File: config.mk
export PLATFORM = sky130hd
export DESIGN_NAME = operation_r
export DESIGN_NICKNAME = d
export VERILOG_FILES = /design/src/rtl/operation_r.sv
export SDC_FILE = /design/constraint.sdc
export NUM_CORES = 1
export LEC_CHECK = 0
export ABC_AREA = 1
export CORE_MARGIN = 1.5
export CORE_UTILIZATION = 46
export DETAILED_ROUTE_END_ITERATION = 8
export PLACE_DENSITY = 0.9
export SLEW_MARGIN = 10
export SYNTH_ARGS = -nofsm -noshare
export SYNTH_HDL_FRONTEND = slang
export SYNTH_SLANG_ARGS = --single-unit
File: constraint.sdc
create_clock -name CLK -period 1.8 [get_ports CLK]
set_input_delay 0.36 -clock CLK [delete_from_list [all_inputs] [get_ports CLK]]
set_output_delay 0.36 -clock CLK [all_outputs]
set_load 0.02 [all_outputs]
File: src/rtl/operation_r.sv
// operation_r: primitive-recursion sequencer.
// Computes f(x,0)=g(x), f(x,i+1)=h(x,i,f(x,i)) by handshaking with external
// base (g) and step (h) function blocks.
// Ports:
//   CLK, RST            clock, async active-low reset
//   ST, X, Y            start request and operands (sampled in IDLE only)
//   RD, RES             result-ready level and registered result
//   G_ST/G_IN0/G_RD/G_RES              handshake to g(x)
//   H_ST/H_IN0..2/H_RD/H_RES           handshake to h(x,i,acc)
module operation_r #(
  parameter int unsigned BW = 16
) (
  input  logic          CLK,
  input  logic          RST,
  input  logic          ST,
  input  logic [BW-1:0] X,
  input  logic [BW-1:0] Y,
  output logic          RD,
  output logic [BW-1:0] RES,
  output logic          G_ST,
  output logic [BW-1:0] G_IN0,
  input  logic          G_RD,
  input  logic [BW-1:0] G_RES,
  output logic          H_ST,
  output logic [BW-1:0] H_IN0,
  output logic [BW-1:0] H_IN1,
  output logic [BW-1:0] H_IN2,
  input  logic          H_RD,
  input  logic [BW-1:0] H_RES
);

  typedef enum logic [2:0] {
    IDLE    = 3'd0,
    G_START = 3'd1,
    G_SYNC  = 3'd2,
    G_WAIT  = 3'd3,
    H_START = 3'd4,
    H_SYNC  = 3'd5,
    H_WAIT  = 3'd6,
    DONE    = 3'd7
  } state_t;

  state_t        state;
  logic [BW-1:0] xr;
  logic [BW-1:0] yr;
  logic [BW-1:0] i;
  logic [BW-1:0] acc;
  logic [BW-1:0] i_inc;

  // Loop exits exactly at yr, so the increment never needs to wrap past it.
  assign i_inc = i + BW'(1);

  // Sub-block operands are the registers themselves, stable for the whole call.
  assign G_IN0 = xr;
  assign H_IN0 = xr;
  assign H_IN1 = i;
  assign H_IN2 = acc;

  // Sequencer: start strobes are raised on the edge entering the START state
  // so they are high exactly while in that state.
  always_ff @(posedge CLK or negedge RST) begin
    if (!RST) begin
      state <= IDLE;
      xr    <= '0;
      yr    <= '0;
      i     <= '0;
      acc   <= '0;
      RD    <= 1'b0;
      RES   <= '0;
      G_ST  <= 1'b0;
      H_ST  <= 1'b0;
    end else begin
      G_ST <= 1'b0;
      H_ST <= 1'b0;
      case (state)
        IDLE: begin
          if (ST) begin
            xr    <= X;
            yr    <= Y;
            RD    <= 1'b0;
            G_ST  <= 1'b1;
            state <= G_START;
          end
        end
        G_START: state <= G_SYNC;
        G_SYNC:  state <= G_WAIT;
        G_WAIT: begin
          if (G_RD) begin
            acc <= G_RES;
            i   <= '0;
            if (yr == '0) begin
              state <= DONE;
            end else begin
              H_ST  <= 1'b1;
              state <= H_START;
            end
          end
        end
        H_START: state <= H_SYNC;
        H_SYNC:  state <= H_WAIT;
        H_WAIT: begin
          if (H_RD) begin
            acc <= H_RES;
            i   <= i_inc;
            if (i_inc == yr) begin
              state <= DONE;
            end else begin
              H_ST  <= 1'b1;
              state <= H_START;
            end
          end
        end
        DONE: begin
          RES   <= acc;
          RD    <= 1'b1;
          state <= IDLE;
        end
        default: state <= IDLE;
      endcase
    end
  end

endmodule

After elaboration in Yosys (flattened, before gate mapping)
Cells that the tools add are included.
Widths: inputs -> output; s select.
{ "op_classes": {"addsub": 1, "eq_ne": 11, "muxes": 21, "reduce_logical": 8} }
{ "op_table": {"columns": ["cell", "count"], "rows": [
  ["$mux 16", 4],
  ["$pmux 16 s2", 2],
  ["$pmux 3 s8", 1],
  ["$add 16x1->16 const B", 1],
  ["$eq 16x16->1", 1],
  ["$logic_not 16->1", 1],
  ["$eq 3x3->1 const B", 4],
  ["$mux 3", 3],
  ["$mux 1", 7],
  ["$eq 3x2->1 const B", 2],
  ["$ne 2x2->1 const B", 3],
  ["$reduce_and 3->1", 2],
  ["$mux 2", 2],
  ["$pmux 1 s2", 2],
  ["$reduce_and 2->1", 2],
  ["$reduce_bool 2->1", 2],
  ["$eq 3x1->1 const B", 1],
  ["$logic_not 3->1", 1]
]} }
{ "totals": {"ff_bits": 86, "in_bits": 69, "output_inout_bits": 83, "wordCells": 50} }

Depth between registers and ports, before layout
{ "logic_depth": {"word_depth": 5, "depth_mapped": 15, "mapped_depth_nobuf": 15} }

Worst setup path after synthesis
Ideal clock, no wire load.
{ "synth_path": {"path_kind": "flip-flop to flip-flop", "start": "register i[1] (netlist: H_IN1[1])", "end": "register state[1]", "setup_ns": 0.065, "arrival_time_ns": 1.771, "required_time_ns": 1.735, "setup_slack_ns": -0.035, "path_stages_with_launch": 14, "n_path_buf": 0, "period_less_slack_ns": 1.835, "cell_sequence": "dfrtp_1 > ha_1 > nand2_2 > nor2_4 > nand4_1 > nand2_1 > nand2_1 > nand2_1 > nand2_1 > nor2_1 > nand4_2 > nand2_1 > nand2_1 > nand2_1"} }
{ "synth_between": {"elab_chain_len": 5} }
{ "synth_lines": {"columns": ["element", "line_no", "rtl"], "rows": [
  ["start: declaration", "46", "logic [BW-1:0] i;"],
  ["start signal: assignment", "104", "i <= i_inc;"],
  ["$add 16x1->16", "51", "assign i_inc = i + BW'(1);"],
  ["$eq 16x16->1", "105", "if (i_inc == yr) begin"],
  ["$mux 2", "105", null],
  ["$mux 3", "102", "if (H_RD) begin"],
  ["$pmux 3 s8", "75", "case (state)"],
  ["end signal: assignment", "100", "H_SYNC: state <= H_WAIT;"],
  ["end signal: assignment", "106", "state <= DONE;"],
  ["end signal: assignment", "109", "state <= H_START;"],
  ["end: declaration", "43", "state_t state;"]
]} }
Every way passes these cells. The select of a mux whose other input is x is not followed.
A chain may end at the register's enable or synchronous reset.

Worst setup path in the final report
{ "layout_path": {"start": "register i[6] (netlist: H_IN1[6])", "end": "register state[1]"} }
The elaborated chain is that of the path after synthesis.

==> impl_metrics.py <==
metrics = {
    "die": {
        "die_y_um": 101,
        "die_w_um": 101,
        "die_area_mm2": 0.0102,
        "io_pins": 152,
        "initial_utilization": 0.477,
        "core_mm2": 0.00928,
        "rows": 35,
    },
    "synthesis": {
        "synth_area_mm2": 0.00443,
        "synth_top_area_cell": "dfrtp_1",
        "yosys_warnings": 0,
        "synthCells": 549,
        "synth-main-ff-cell": "dfrtp_1",
        "async_flop_share": 1.00,
        "yosysSeqAreaShare": 0.486,
        "ys_ff_latch": 86,
        "synth_top_area_frac": 0.486,
        "synth_fp_nets": 619,
        "synth-edff-count": 0,
        "yosys-top-cells-area": "dfrtp_1, nand2_1, inv_1",
        "synth_cell_types": 40,
        "syn_area_per_cell_um2": 8.07,
    },
    "finish": {
        "fin_cells": 861,
        "mostFrequentLayoutCell": "nand2_1",
        "nets": 797,
        "layout-drive-gt1-share": 0.184,
        "layout_common_cells": "nand2_1, clkdlybuf4s50_1, dfrtp_1, inv_1",
        "diodes": 0,
        "area_growth_syn_to_layout_pct": 50.4,
        "fillers": 689,
        "design_area_mm2": 0.00667,
    },
    "outcome": {
        "status": "finished with violations",
        "violations": "negative setup slack",
    },
    "detailed_routing": {
        "post_drt_wl_per_cell_um": 15.2,
        "vias": 4548,
        "post-route-drc-count": 0,
        "viasPerCell": 5.28,
        "first_pass_iters": 6,
        "drt_iter0_markers": 311,
        "finalWirelength_mm": 13.1,
        "ant_nets": 0,
    },
    "global_routing": {
        "grt_start_max_net_pins": 40,
        "gr-total-overflow": 0,
        "grt_pass1_vias": 4360,
        "antenna_found_initial": 0,
        "grt_pass1_wl_mm": 20.4,
        "grt.total_usage": 0.252,
    },
    "timing": {
        "finalCriticalPeriod_ns": 1.91,
        "drv_slew": 0,
        "setup_viol": 9,
        "whs_ns": 0.492,
        "final_hold_viol_count": 0,
        "worst_slack_ns": -0.107,
        "max_slew_margin": 0.664,
        "tightest_slew_ns": 0.504,
        "rsz0062_at_grt": "yes",
        "setup_tns_ns": -0.292,
        "max_clock_freq_mhz": 524,
        "fin_crit_sh": 1.06,
        "skew_ns": 0.0113,
    },
    "clock_network": {
        "clockBufferDepth": 2,
        "cts_made_buffers": 9,
        "numClockSinks": 86,
        "cts_tree": "yes",
        "cts-htree-levels": 3,
        "clk_pin_slew_ns": 0.10,
        "clk_latency_ns": 0.35,
        "cts_root_buf": "clkbuf_8",
    },
    "worst_setup_path": {
        "start_kind": "flop",
        "cp.arrival_ns": 2.15,
        "crit_path_max_fanout": 5,
        "end_kind": "flop",
        "path_common_cell": "nand2_1",
        "path_buf_inv": 1,
        "crit_type": "flop to flop",
        "cp_top_family": "simple AND/OR/NAND/NOR gates",
        "crit_chain": "nand2_2, nor2_4, nand2_4, nor2_1, nand2_1, buf_4, nand3_1, nand2_1, nand2_1, nor2_2, nand4_2, nand2_1, nand2_1, nand2_1",
        "worstPathRequired_ns": 2.04,
        "critPathSlowestCell": "dfrtp_1",
        "critPathMaxStageDelay_ns": 0.47,
    },
    "flow_run": {
        "cap_viol_max_count": 0,
    },
    "place": {
        "hpwl_mm": 9.49,
        "gp_congestion": 0.950,
        "placed_area_mm2": 0.00614,
        "io_buffers": 151,
        "place_inst": 824,
    },
    "pwr": {
        "leakage_uw": 0.00317,
        "finalPower_uw": 11200,
        "peakVddDrop_uv": 970,
        "cellPowerDensity_mw_per_mm2": 1680,
    },
    "worst_hold_path": {
        "hp-class": "flop to flop",
    },
}
-- repair_timing --
item,4_1_cts,5_1_grt
endpoints found under the hold margin,33,0
pin swaps,1,22
buffers inserted,0,18
hold buffers,1,0
cloned,1,1
endpoints found under the setup margin,12,56
gates resized for setup,13,38
-- worst register-to-register path, stage by stage (launching register included) --
cell and delay (ns):
dfrtp_1 0.47, nand2_2 0.13, nor2_4 0.23, nand2_4 0.11
nor2_1 0.13, nand2_1 0.09, buf_4 0.14, nand3_1 0.07
nand2_1 0.08, nand2_1 0.08, nor2_2 0.05, nand4_2 0.07
nand2_1 0.06, nand2_1 0.05, nand2_1 0.06
-- power breakdown --
group / total [uW] / internal [uW] / leakage [uW] / switching (uW)
logic: 6210 / 2730 / 0.00198 / 3480
registers: 3570 / 2810 / 0.00109 / 758
clock network: 1440 / 661 / 0.000103 / 775
total: 11200 / 6210 / 0.00317 / 5010
-- stage by stage --
step                       util  worst slack, ns
after floorplan               -           0.0662
after global placement    0.662           0.0391
after detailed placement  0.662          -0.0459
after CTS                 0.686          -0.0160
after global routing      0.718           -0.222
final                     0.718           -0.107
-- worst paths after layout --
kind	startpoint	endpoint	cells after the start	slack (ns)
min in group asynchronous	RST	H_IN2[2]	2	0.50
max in group asynchronous	RST	G_IN0[13]	3	0.70
max	H_IN1[6]	state[1]	14	-0.11
min reg2reg	RES[2]	RES[2]	2	0.49
min	RES[2]	RES[2]	2	0.49
max reg2reg	H_IN1[6]	state[1]	14	-0.11
-- area by class of cell --
type	instances	area (um^2)	area share
timing repair buffer	199	1930	0.290
clock inverter	7	85.1	0.0128
clock buffer	9	124	0.0186
inverter	61	235	0.0353
tap	129	161	0.0242
sequential	86	2160	0.324
multi-input combinational	369	1960	0.295
timing repair inverter	1	7.51	0.00113
-- flip-flops by register name, summed over array words and instances, names as in the netlist --
signal  flops
yr         16
G_ST        1
H_ST        1
RD          1
RES        16
H_IN2      16
H_IN1      16
state       3
G_IN0      16
-- cell usage after synthesis, types with 2 or more instances --
| cell | count |
|---|---|
| a21oi_1 | 2 |
| buf_1 | 2 |
| buf_2 | 3 |
| buf_4 | 16 |
| buf_6 | 3 |
| clkbuf_1 | 10 |
| dfrtp_1 | 86 |
| inv_1 | 59 |
| nand2_1 | 172 |
| nand2_2 | 3 |
| nand3_1 | 41 |
| nand4_1 | 9 |
| nor2_1 | 23 |
| nor2_2 | 4 |
| nor2_4 | 3 |
| o211ai_1 | 8 |
| o211ai_2 | 8 |
| o21ai_0 | 42 |
| o21ai_1 | 10 |
| o21ai_2 | 3 |
| o22ai_1 | 8 |
| or2_2 | 16 |
-- metal layers --
| metal | vias up | track usage | wire length [um] |
|---|---|---|---|
| met5 | - | 0 | 0 |
| met4 | 0 | 0.0940 | 434 |
| met3 | 60 | 0.0386 | 960 |
| met2 | 256 | 0.442 | 6560 |
| met1 | 2116 | 0.314 | 5160 |
| li1 | 2116 | - | - |
-- cell families (layout without fill, tap and decap cells) --
family	after synthesis	count (layout)	synth area share
compound gates	88	88	0.129
flops	86	86	0.486
xor+xnor	2	2	0.00395
simple gates	277	278	0.278
fa+ha+maj	1	1	0.00282
buf+inv	95	277	0.101
No activity file was read; power rests on OpenSTA's default activity.
